File: config.mk
export PLATFORM = sky130hd
export DESIGN_NAME = ex_muldiv_flat
export DESIGN_NICKNAME = d
export VERILOG_FILES = /design/src/rtl/ex_muldiv_pkg.sv /design/src/rtl/ex_muldiv_if.sv /design/src/rtl/ex_muldiv_div_iter.sv /design/src/rtl/ex_muldiv.sv /design/src/flat_wrapper.sv
export SDC_FILE = /design/constraint.sdc
export NUM_CORES = 2
export LEC_CHECK = 0
export ABC_AREA = 1
export CORE_MARGIN = 2
export CORE_UTILIZATION = 66
export DETAILED_ROUTE_END_ITERATION = 12
export PLACE_DENSITY = 0.86
export SLEW_MARGIN = 5
export SYNTH_ARGS = -nofsm -noshare
export SYNTH_HDL_FRONTEND = slang
export SYNTH_SLANG_ARGS = --single-unit
File: constraint.sdc
create_clock -name clk_i -period 13.1 [get_ports clk_i]
set_input_delay 2.62 -clock clk_i [delete_from_list [all_inputs] [get_ports clk_i]]
set_output_delay 2.62 -clock clk_i [all_outputs]
set_load 0.05 [all_outputs]
File: src/rtl/ex_muldiv_pkg.sv
// Shared constants, state encoding and sign helper for the EX-stage RV32M multiply/divide unit.
package muldiv_pkg;

    localparam int XLEN       = 32;
    localparam int ITER_COUNT = 32;

    localparam logic [6:0] FUNCT7_MULDIV = 7'b0000001;

    localparam logic [2:0] F3_MUL    = 3'b000;
    localparam logic [2:0] F3_MULH   = 3'b001;
    localparam logic [2:0] F3_MULHSU = 3'b010;
    localparam logic [2:0] F3_MULHU  = 3'b011;
    localparam logic [2:0] F3_DIV    = 3'b100;
    localparam logic [2:0] F3_DIVU   = 3'b101;
    localparam logic [2:0] F3_REM    = 3'b110;
    localparam logic [2:0] F3_REMU   = 3'b111;

    typedef enum logic [1:0] {
        S_IDLE = 2'd0,
        S_DIV  = 2'd1,
        S_FIX  = 2'd2,
        S_DONE = 2'd3
    } state_e;

    function automatic logic [XLEN-1:0] negate_if(input logic neg, input logic [XLEN-1:0] v);
        return neg ? (~v + {{(XLEN-1){1'b0}}, 1'b1}) : v;
    endfunction

endpackage

File: src/rtl/ex_muldiv_if.sv
// ID/EX-side request and EX-side result bundle of the multiply/divide unit.
interface ex_muldiv_if;
    import muldiv_pkg::*;

    logic            start_i;
    logic [2:0]      funct3_i;
    logic [XLEN-1:0] rs1_data_i;
    logic [XLEN-1:0] rs2_data_i;
    logic [4:0]      rd_addr_i;
    logic            flush_i;
    logic            busy_o;
    logic            valid_o;
    logic [XLEN-1:0] result_o;
    logic [4:0]      rd_addr_o;

    modport master (
        output start_i, funct3_i, rs1_data_i, rs2_data_i, rd_addr_i, flush_i,
        input  busy_o, valid_o, result_o, rd_addr_o
    );

    modport slave (
        input  start_i, funct3_i, rs1_data_i, rs2_data_i, rd_addr_i, flush_i,
        output busy_o, valid_o, result_o, rd_addr_o
    );

endinterface

File: src/rtl/ex_muldiv_div_iter.sv
// Restoring radix-2 divider datapath on unsigned magnitudes: one quotient bit per step.
module muldiv_div_iter
    import muldiv_pkg::*;
(
    input  logic            clk_i,
    input  logic            rst_i,
    input  logic            start_i,
    input  logic            step_i,
    input  logic [XLEN-1:0] dividend_i,
    input  logic [XLEN-1:0] divisor_i,
    output logic            done_o,
    output logic [XLEN-1:0] quotient_o,
    output logic [XLEN-1:0] remainder_o
);

    logic [XLEN:0]   rem_q, rem_d;
    logic [XLEN-1:0] quo_q, quo_d;
    logic [XLEN-1:0] dvs_q, dvs_d;
    logic [4:0]      cnt_q, cnt_d;
    logic [XLEN+1:0] shift_s, diff_s;

    // Quotient register doubles as the dividend shifter; a non-negative trial difference sets the bit.
    always_comb begin
        rem_d   = rem_q;
        quo_d   = quo_q;
        dvs_d   = dvs_q;
        cnt_d   = cnt_q;
        shift_s = {rem_q, quo_q[XLEN-1]};
        diff_s  = shift_s - {2'b00, dvs_q};
        if (start_i) begin
            rem_d = {(XLEN+1){1'b0}};
            quo_d = dividend_i;
            dvs_d = divisor_i;
            cnt_d = 5'(ITER_COUNT - 1);
        end else if (step_i) begin
            rem_d = diff_s[XLEN+1] ? shift_s[XLEN:0] : diff_s[XLEN:0];
            quo_d = {quo_q[XLEN-2:0], ~diff_s[XLEN+1]};
            cnt_d = (cnt_q != 5'd0) ? (cnt_q - 5'd1) : cnt_q;
        end else begin
            cnt_d = cnt_q;
        end
    end

    // Iteration state register with synchronous active-low reset.
    always_ff @(posedge clk_i) begin
        if (!rst_i) begin
            rem_q <= {(XLEN+1){1'b0}};
            quo_q <= {XLEN{1'b0}};
            dvs_q <= {XLEN{1'b0}};
            cnt_q <= 5'd0;
        end else begin
            rem_q <= rem_d;
            quo_q <= quo_d;
            dvs_q <= dvs_d;
            cnt_q <= cnt_d;
        end
    end

    assign done_o      = (cnt_q == 5'd0);
    assign quotient_o  = quo_q;
    assign remainder_o = rem_q[XLEN-1:0];

endmodule

File: src/rtl/ex_muldiv.sv
// Iterative RV32M multiply/divide unit in EX: single-cycle multiply, 34-cycle divide, stalls via busy_o.
module ex_muldiv
    import muldiv_pkg::*;
(
    input  logic       clk_i,
    input  logic       rst_i,
    ex_muldiv_if.slave bus
);

    state_e          state_q, state_d;
    logic            valid_q, valid_d;
    logic [XLEN-1:0] result_q, result_d;
    logic [4:0]      rd_out_q, rd_out_d, rd_q, rd_d;
    logic            op_rem_q, op_rem_d, q_neg_q, q_neg_d, r_neg_q, r_neg_d;

    logic            div_signed_s, a_neg_s, b_neg_s, div_zero_s, div_ovf_s, fast_op_s;
    logic            a_ext_s, b_ext_s;
    logic [XLEN-1:0] abs_a_s, abs_b_s, fast_res_s, fix_res_s, quo_s, rem_s;
    logic [63:0]     mul_a_s, mul_b_s, mul_p_s;
    logic            div_start_s, div_step_s, div_done_s;

    assign div_signed_s = ~bus.funct3_i[0];
    assign a_neg_s      = div_signed_s & bus.rs1_data_i[XLEN-1];
    assign b_neg_s      = div_signed_s & bus.rs2_data_i[XLEN-1];
    assign abs_a_s      = negate_if(a_neg_s, bus.rs1_data_i);
    assign abs_b_s      = negate_if(b_neg_s, bus.rs2_data_i);
    assign div_zero_s   = (bus.rs2_data_i == 32'h0000_0000);
    assign div_ovf_s    = div_signed_s & (bus.rs1_data_i == 32'h8000_0000)
                        & (bus.rs2_data_i == 32'hFFFF_FFFF);
    assign fast_op_s    = ~bus.funct3_i[2] | div_zero_s | div_ovf_s;

    // Wrap-around 64-bit product of the extended operands gives the exact high word for every variant.
    assign a_ext_s = ((bus.funct3_i == F3_MULH) | (bus.funct3_i == F3_MULHSU)) & bus.rs1_data_i[XLEN-1];
    assign b_ext_s = (bus.funct3_i == F3_MULH) & bus.rs2_data_i[XLEN-1];
    assign mul_a_s = {{32{a_ext_s}}, bus.rs1_data_i};
    assign mul_b_s = {{32{b_ext_s}}, bus.rs2_data_i};
    assign mul_p_s = mul_a_s * mul_b_s;

    // Result of operations that complete on the accepting edge.
    always_comb begin
        fast_res_s = {XLEN{1'b0}};
        case (bus.funct3_i)
            F3_MUL:                       fast_res_s = mul_p_s[31:0];
            F3_MULH, F3_MULHSU, F3_MULHU: fast_res_s = mul_p_s[63:32];
            default: begin
                if (div_zero_s) begin
                    fast_res_s = bus.funct3_i[1] ? bus.rs1_data_i : 32'hFFFF_FFFF;
                end else begin
                    fast_res_s = bus.funct3_i[1] ? 32'h0000_0000 : 32'h8000_0000;
                end
            end
        endcase
    end

    // Sign restoration of the magnitude result.
    always_comb begin
        if (op_rem_q) begin
            fix_res_s = negate_if(r_neg_q, rem_s);
        end else begin
            fix_res_s = negate_if(q_neg_q, quo_s);
        end
    end

    muldiv_div_iter u_div_iter (
        .clk_i       (clk_i),
        .rst_i       (rst_i),
        .start_i     (div_start_s),
        .step_i      (div_step_s),
        .dividend_i  (abs_a_s),
        .divisor_i   (abs_b_s),
        .done_o      (div_done_s),
        .quotient_o  (quo_s),
        .remainder_o (rem_s)
    );

    // FSM next state and output-register updates; flush overrides everything.
    always_comb begin
        state_d     = state_q;
        valid_d     = 1'b0;
        result_d    = result_q;
        rd_out_d    = rd_out_q;
        rd_d        = rd_q;
        op_rem_d    = op_rem_q;
        q_neg_d     = q_neg_q;
        r_neg_d     = r_neg_q;
        div_start_s = 1'b0;
        div_step_s  = 1'b0;
        if (bus.flush_i) begin
            state_d = S_IDLE;
        end else begin
            case (state_q)
                S_IDLE: begin
                    if (bus.start_i) begin
                        rd_d     = bus.rd_addr_i;
                        op_rem_d = bus.funct3_i[1];
                        q_neg_d  = a_neg_s ^ b_neg_s;
                        r_neg_d  = a_neg_s;
                        if (fast_op_s) begin
                            state_d  = S_DONE;
                            valid_d  = 1'b1;
                            result_d = fast_res_s;
                            rd_out_d = bus.rd_addr_i;
                        end else begin
                            state_d     = S_DIV;
                            div_start_s = 1'b1;
                        end
                    end else begin
                        state_d = S_IDLE;
                    end
                end
                S_DIV: begin
                    div_step_s = 1'b1;
                    state_d    = div_done_s ? S_FIX : S_DIV;
                end
                S_FIX: begin
                    state_d  = S_DONE;
                    valid_d  = 1'b1;
                    result_d = fix_res_s;
                    rd_out_d = rd_q;
                end
                S_DONE:  state_d = S_IDLE;
                default: state_d = S_IDLE;
            endcase
        end
    end

    // FSM, latched operation attributes and output registers.
    always_ff @(posedge clk_i) begin
        if (!rst_i) begin
            state_q  <= S_IDLE;
            valid_q  <= 1'b0;
            result_q <= {XLEN{1'b0}};
            rd_out_q <= 5'd0;
            rd_q     <= 5'd0;
            op_rem_q <= 1'b0;
            q_neg_q  <= 1'b0;
            r_neg_q  <= 1'b0;
        end else begin
            state_q  <= state_d;
            valid_q  <= valid_d;
            result_q <= result_d;
            rd_out_q <= rd_out_d;
            rd_q     <= rd_d;
            op_rem_q <= op_rem_d;
            q_neg_q  <= q_neg_d;
            r_neg_q  <= r_neg_d;
        end
    end

    assign bus.busy_o    = rst_i & ~bus.flush_i
                         & (((state_q == S_IDLE) & bus.start_i) | (state_q == S_DIV) | (state_q == S_FIX));
    assign bus.valid_o   = valid_q;
    assign bus.result_o  = result_q;
    assign bus.rd_addr_o = rd_out_q;

endmodule

File: src/flat_wrapper.sv
// flat-port wrapper written by rule: the top's interface ports become plain ports
module ex_muldiv_flat import muldiv_pkg::*;
  (clk_i, rst_i, bus_start_i, bus_funct3_i, bus_rs1_data_i, bus_rs2_data_i, bus_rd_addr_i, bus_flush_i, bus_busy_o, bus_valid_o, bus_result_o, bus_rd_addr_o);
  ex_muldiv_if bus_i ();
  input  logic clk_i;
  input  logic rst_i;
  input wire logic [$bits(bus_i.start_i)-1:0] bus_start_i;
  input wire logic [$bits(bus_i.funct3_i)-1:0] bus_funct3_i;
  input wire logic [$bits(bus_i.rs1_data_i)-1:0] bus_rs1_data_i;
  input wire logic [$bits(bus_i.rs2_data_i)-1:0] bus_rs2_data_i;
  input wire logic [$bits(bus_i.rd_addr_i)-1:0] bus_rd_addr_i;
  input wire logic [$bits(bus_i.flush_i)-1:0] bus_flush_i;
  output wire logic [$bits(bus_i.busy_o)-1:0] bus_busy_o;
  output wire logic [$bits(bus_i.valid_o)-1:0] bus_valid_o;
  output wire logic [$bits(bus_i.result_o)-1:0] bus_result_o;
  output wire logic [$bits(bus_i.rd_addr_o)-1:0] bus_rd_addr_o;
  assign bus_i.start_i = bus_start_i;
  assign bus_i.funct3_i = bus_funct3_i;
  assign bus_i.rs1_data_i = bus_rs1_data_i;
  assign bus_i.rs2_data_i = bus_rs2_data_i;
  assign bus_i.rd_addr_i = bus_rd_addr_i;
  assign bus_i.flush_i = bus_flush_i;
  assign bus_busy_o = bus_i.busy_o;
  assign bus_valid_o = bus_i.valid_o;
  assign bus_result_o = bus_i.result_o;
  assign bus_rd_addr_o = bus_i.rd_addr_o;
  ex_muldiv u_core (.clk_i(clk_i), .rst_i(rst_i), .bus(bus_i));
endmodule
; Word level (Yosys, flattened, before mapping)
; Cells that the tools add are included.
[word_totals]
reg_bits = 150
input_bits = 76
elab_cells = 101
[classes]
addsub = 6
n_mul = 1
eq_ne = 10
mux = 34
bitwise = 24
n_reduce_logical = 14
[ops]
columns = op, count
row1 = $mux W32, 12
row2 = $add A32 B1 Y32 const B, 4
row3 = $not A32 Y32, 4
row4 = $pmux W32 S2, 2
row5 = $eq A32 B32 Y1 const B, 2
row6 = $mul A33 B33 Y64, 1
row7 = $sub A34 B32 Y34, 1
row8 = $mux W33, 1
row9 = $logic_not A32 Y1, 1
row10 = $mux W5, 5
row11 = $pmux W5 S2, 1
row12 = $and A1 B1 Y1, 9
row13 = $mux W1, 8
row14 = $pmux W2 S4, 1
row15 = $eq A3 B2 Y1 const B, 2
row16 = $mux W2, 3
row17 = $reduce_bool A2 Y1, 3
row18 = $logic_not A5 Y1, 1
row19 = $not A1 Y1, 5
row20 = $or A1 B1 Y1, 5
row21 = $reduce_bool A5 Y1, 1
row22 = $sub A5 B1 Y5 const B, 1
row23 = $eq A2 B2 Y1 const B, 2
row24 = $reduce_and A4 Y1, 1
row25 = 12 further kinds, 13

; Logic depth before layout (Yosys ltp)
[depth]
ltp_word = 10
depth_mapped = 39

; Cells and area by module
; From an unflattened synthesis, not the netlist that was laid out.
[unflattened]
hier_cells = 7414
area_unflattened_um2 = 54115.7
[modules_own_cells]
columns = mod, instances, cells_each, area_per_inst_um2, seq_area_each_um2
row1 = ex_muldiv, 1, 6203, 46315.7, 960.9
row2 = muldiv_div_iter, 1, 1211, 7800.0, 2042.0

; Worst setup path after synthesis
; No wires, ideal clock.
[synth_path]
kind = input to register
startpoint = in bus_funct3_i[2]
endpoint = reg u_core.result_q[27] (netlist: u_core.bus.result_o[27])
arrival_time_ps = 10491
t_required_ps = 12968
path_slack_ps = 2477
cell_stages = 33
n_path_buf = 2
cell_sequence = clkbuf_1 inv_2 nand3_1 nand2_1 nand2_1 clkbuf_1 nor2_1 fa_1 inv_1 fa_1 inv_1 fa_1 inv_1 fa_1 inv_1 fa_1 fa_1 fa_1 inv_1 fa_1 inv_1 ha_1 nand2_1 nor2_1 nand2_1 nor4_1 o21ai_0 nand3_1 nand2_1 nand3_1 nand4_1 nand2_1 a21oi_1
[synth_between]
elab_chain_len = 8
elab_cells_between_ends = 18
cone_classes = 1 x mul / 4 x eq/ne / 4 x mux / 6 x bitwise / 3 x reduce/logical
[synth_rtl]
columns = element, line
row1 = from (decl), flat_wrapper.sv:8  ; input wire logic [$bits(bus_i.funct3_i)-1:0] bus_funct3_i;
row2 = $eq A3 B1 Y1 or $eq A3 B2 Y1 (tied branches), "ex_muldiv.sv:33, ex_muldiv.sv:34, ex_muldiv.sv:42"
row3 = $or A1 B1 Y1, ex_muldiv.sv:33  ; assign a_ext_s = ((bus.funct3_i == F3_MULH) | (bus.funct3_i == F3_MULHSU)) & bus.rs1_data_i[XLEN-1];
row4 = $and A1 B1 Y1, ex_muldiv.sv:33
row5 = $mul A33 B33 Y64, ex_muldiv.sv:37  ; assign mul_p_s = mul_a_s * mul_b_s;
row6 = $pmux W32 S2, ex_muldiv.sv:42  ; case (bus.funct3_i)
row7 = $mux W32, ex_muldiv.sv:98  ; if (fast_op_s) begin
row8 = $mux W32, ex_muldiv.sv:93  ; if (bus.start_i) begin
row9 = $pmux W32 S2, ex_muldiv.sv:91  ; case (state_q)
row10 = to (signal assigned), ex_muldiv.sv:132  ; result_q <= {XLEN{1'b0}};
row11 = to (signal assigned), ex_muldiv.sv:141  ; result_q <= result_d;
row12 = to (decl), ex_muldiv.sv:12  ; logic [XLEN-1:0] result_q, result_d;
; Parallel ways exist; a longest one is shown, timed or not. The select of a mux whose other input is x is not followed.
; A chain may end at the register's enable or synchronous reset.

; Worst setup path after layout
[layout_path]
startpoint = in bus_funct3_i[0]
endpoint = reg u_core.result_q[27] (netlist: u_core.bus.result_o[27])
; Same word-level chain as after synthesis.

==> run_results.csv <==
group,metric,value,unit
critical_path,crit_type,"in -> reg",
sta,setup_violations,0,
sta,tightest_slew,1.402,ns
sta,fin_tns_setup,0,ns
route,drt-vias-per-instance,5.907,
critical_path,reg2regPathDepth,14,
logic_synthesis,yosys_warnings,0,
logic_synthesis,ys.flop_type,"dfxtp_1",
floorplan,io_pins,115,
logic_synthesis,ys_top_cells_by_area,"fa_1, inv_1, nand2_1",
route,first_iter_violations,5119,
global_route,grt_first_pass_wirelength,277200,um
critical_path,slowest_delay,0.87,ns
critical_path,reg2reg_to,"u_core.u_div_iter.rem_q[23]",
global_route,grt_pass1_vias,49600,
sta,maxSlewViolCount,0,
route,ant_nets,0,
finish,stdcell_area,54690,um2
placed_design,io_buffers,114,
status,violations,"design-rule violations",
logic_synthesis,synth_area_leader_cell,"fa_1",
global_route,grt_start_max_net_pins,80,
critical_path,crit_buf_inv,8,
worst_hold_path,hold_end,"u_core.bus.result_o[7]",
critical_path,arrival,12.58,ns
placed_design,gp_congestion,1.106,
finish,nNetsFinal,8449,
cts,cts_tree,"yes",
logic_synthesis,yosys.area.top_type_share,0.4311,
critical_path,reg2reg_setup_slack,9.57,ns
flow_run,drv_cap,0,
placed_design,place_area,54100,um2
floorplan,die_x,285.5,um
logic_synthesis,synth_edf_count,0,
sta,relSlewSlack,0.06267,
global_route,grt_antenna_before_repair,8,
sta,fmax,81.48,MHz
logic_synthesis,synth_area,52290,um2
route,drc,1,
finish,area_growth,4.589,%
floorplan,placementRows,103,
logic_synthesis,syn_inst,7110,
critical_path,regToRegStartpoint,"u_core.u_div_iter.rem_q[17]",
logic_synthesis,async_reset_ff_frac,0,
cts,cts.repair.resized,0,
cts,cts_max_level,4,
critical_path,setup.worst_path.start_class,"input pin",
finish,final_util,0.6946,
global_route,gr-total-overflow,0,
critical_path,cpLargestDelayFamily,"adder cells",
logic_synthesis,synth.top_cells.by_count,"inv_1, nand2_1, fa_1",
finish,final_cells,8061,
floorplan,initial_core_util,0.6641,
sta,fin_skew,0.01422,ns
finish,nFillCells,6358,
critical_path,cpMostUsedCell,"fa_1",
logic_synthesis,synth_cell_types,56,
cts,hold_buffers,0,
route,first_pass_iters,12,
floorplan,core_area,78740,um2
cts,clk_path_buf_depth,2,
critical_path,cp.required,13.40,ns
placed_design,hpwl,144500,um
critical_path,cp-end-kind,"flop",
placed_design,dp_cells,8028,
cts,cts_buffers,17,
floorplan,die_h,285.5,um
logic_synthesis,yosysMostFrequentCell,"inv_1",
cts,cts.sinks,150,
cts,cts_setup_buffers,0,
worst_hold_path,hold_class,"reg -> reg",
route,vias,47620,
logic_synthesis,yosysSeqAreaShare,0.05742,
worst_hold_path,worstHoldStart,"u_core.bus.result_o[7]",
cts,clk_pin_slew,0.07,ns
sta,rsz0062_at_grt,"false",
worst_hold_path,hold_depth,2,
critical_path,cp_slowest_cell,"fa_1",
global_route,track_usage,0.4457,
status,status,"complete, but fails checks",
logic_synthesis,syn_avg_cell_area,7.355,um2
cts,cts-root-buf,"clkbuf_16",
floorplan,die-area,81500,um2
route,wl_per_cell,21.96,um
sta,finalHoldViolCount,0,
sta,fin_crit_sh,0.9369,
critical_path,crit_path_max_fanout,12,
logic_synthesis,synth_seq_cells,150,
cts,clock_latency,0.45,ns
logic_synthesis,syn_nets,8562,
sta,fin_crit,12.27,ns
route,wirelength,177000,um
finish,layout-drive-gt1-share,0.03239,
-- flip-flops by register name (all words and copies together), names as in the netlist --
name and flops:
u_core.op_rem_q 1, u_core.u_div_iter.rem_q 33, u_core.bus.rd_addr_o 5, u_core.bus.result_o 32, u_core.u_div_iter.quotient_o 32, u_core.r_neg_q 1, u_core.u_div_iter.dvs_q 32, u_core.state_q 2
u_core.rd_q 5, u_core.u_div_iter.cnt_q 5, u_core.q_neg_q 1, u_core.bus.valid_o 1
-- through the flow --
step	hold slack [ns]	worst slack, ns
floorplan	0.4429	2.477
global route	0.4921	0.3983
global placement	0.4515	0.9356
finish	0.4693	0.8267
CTS	0.4681	1.001
detailed placement	0.4582	0.5915
-- cells in the final DEF (no fill, tap or decap), types with 5 or more instances in the layout --
cell,netlist,layout
a21boi_0,27,27
a21oi_1,284,284
a31oi_1,56,56
buf_2,44,21
buf_4,5,109
clkbuf_16,0,17
clkdlybuf4s50_1,0,93
clkinv_1,10,10
dfxtp_1,150,150
fa_1,1126,1126
ha_1,250,250
inv_1,1801,1800
inv_2,28,29
nand2_1,1788,1787
nand3_1,255,255
nand3b_1,6,6
nand4_1,77,77
nor2_1,364,362
nor2_4,6,7
nor3_1,51,50
nor3_2,4,5
nor4_1,14,14
o211ai_1,46,46
o21ai_0,213,213
o21ai_1,28,28
o21bai_1,20,20
o22ai_1,6,6
o31ai_1,6,6
or2_2,8,8
xnor2_1,34,34
xor2_1,57,57
-- worst max-delay path by stage --
stage                               start                      end  slack [ns]  depth (start not counted)
final                     bus_funct3_i[0]  u_core.bus.result_o[27]        0.83                         32
after global routing      bus_funct3_i[0]  u_core.bus.result_o[27]        0.40                         32
after CTS                 bus_funct3_i[0]  u_core.bus.result_o[27]        1.00                         32
after detailed placement  bus_funct3_i[0]  u_core.bus.result_o[27]        0.59                         32
after global placement    bus_funct3_i[0]  u_core.bus.result_o[27]        0.94                         32
after floorplan           bus_funct3_i[2]  u_core.bus.result_o[27]        2.48                         33
-- cell families after synthesis --
family,after synthesis,share of synthesized area
AOI/OAI and AO/OA,707,0.07525
xor gates and xnor gates,91,0.01524
adders and majority gates,1376,0.4909
buffers and inverters,2197,0.1594
DFF,150,0.05742
and+or+nand+nor,2589,0.2018
-- worst register-to-register path, cell delays in order (launching register included) --
cell and delay (ns):
dfxtp_1 0.43, ha_1 0.37, inv_1 0.06, o21ai_0 0.28
a31oi_1 0.19, o21ai_0 0.38, a21oi_1 0.18, nand3_1 0.10
nand2_1 0.06, nand2_2 0.43, buf_4 0.43, inv_1 0.19
nand2_1 0.10, nand3_1 0.09, a21oi_1 0.15
-- layer usage --
layer  vias to the layer above  track usage  part of all wire
met5                         -            0           0.00027
li1                      20650            -                 -
met1                     23010       0.5723              0.36
met3                       761       0.1200              0.12
met2                      3188       0.6836              0.44
met4                         6       0.2614             0.072
-- area by class of cell --
type | instances | area (um2) | share of cell area
multi-input combinational | 4763 | 40970 | 0.7492
inverter | 1840 | 6912 | 0.1264
sequential | 150 | 3003 | 0.05490
timing repair buffer | 225 | 1894 | 0.03464
tap | 1050 | 1314 | 0.02402
clock buffer | 20 | 466.7 | 0.008533
clock inverter | 10 | 121.4 | 0.002219
antenna | 3 | 7.507 | 0.0001373
Power is left out: the tool's default activity adds up to more than one toggle a clock period on the data nets, which glitch-free logic cannot reach.
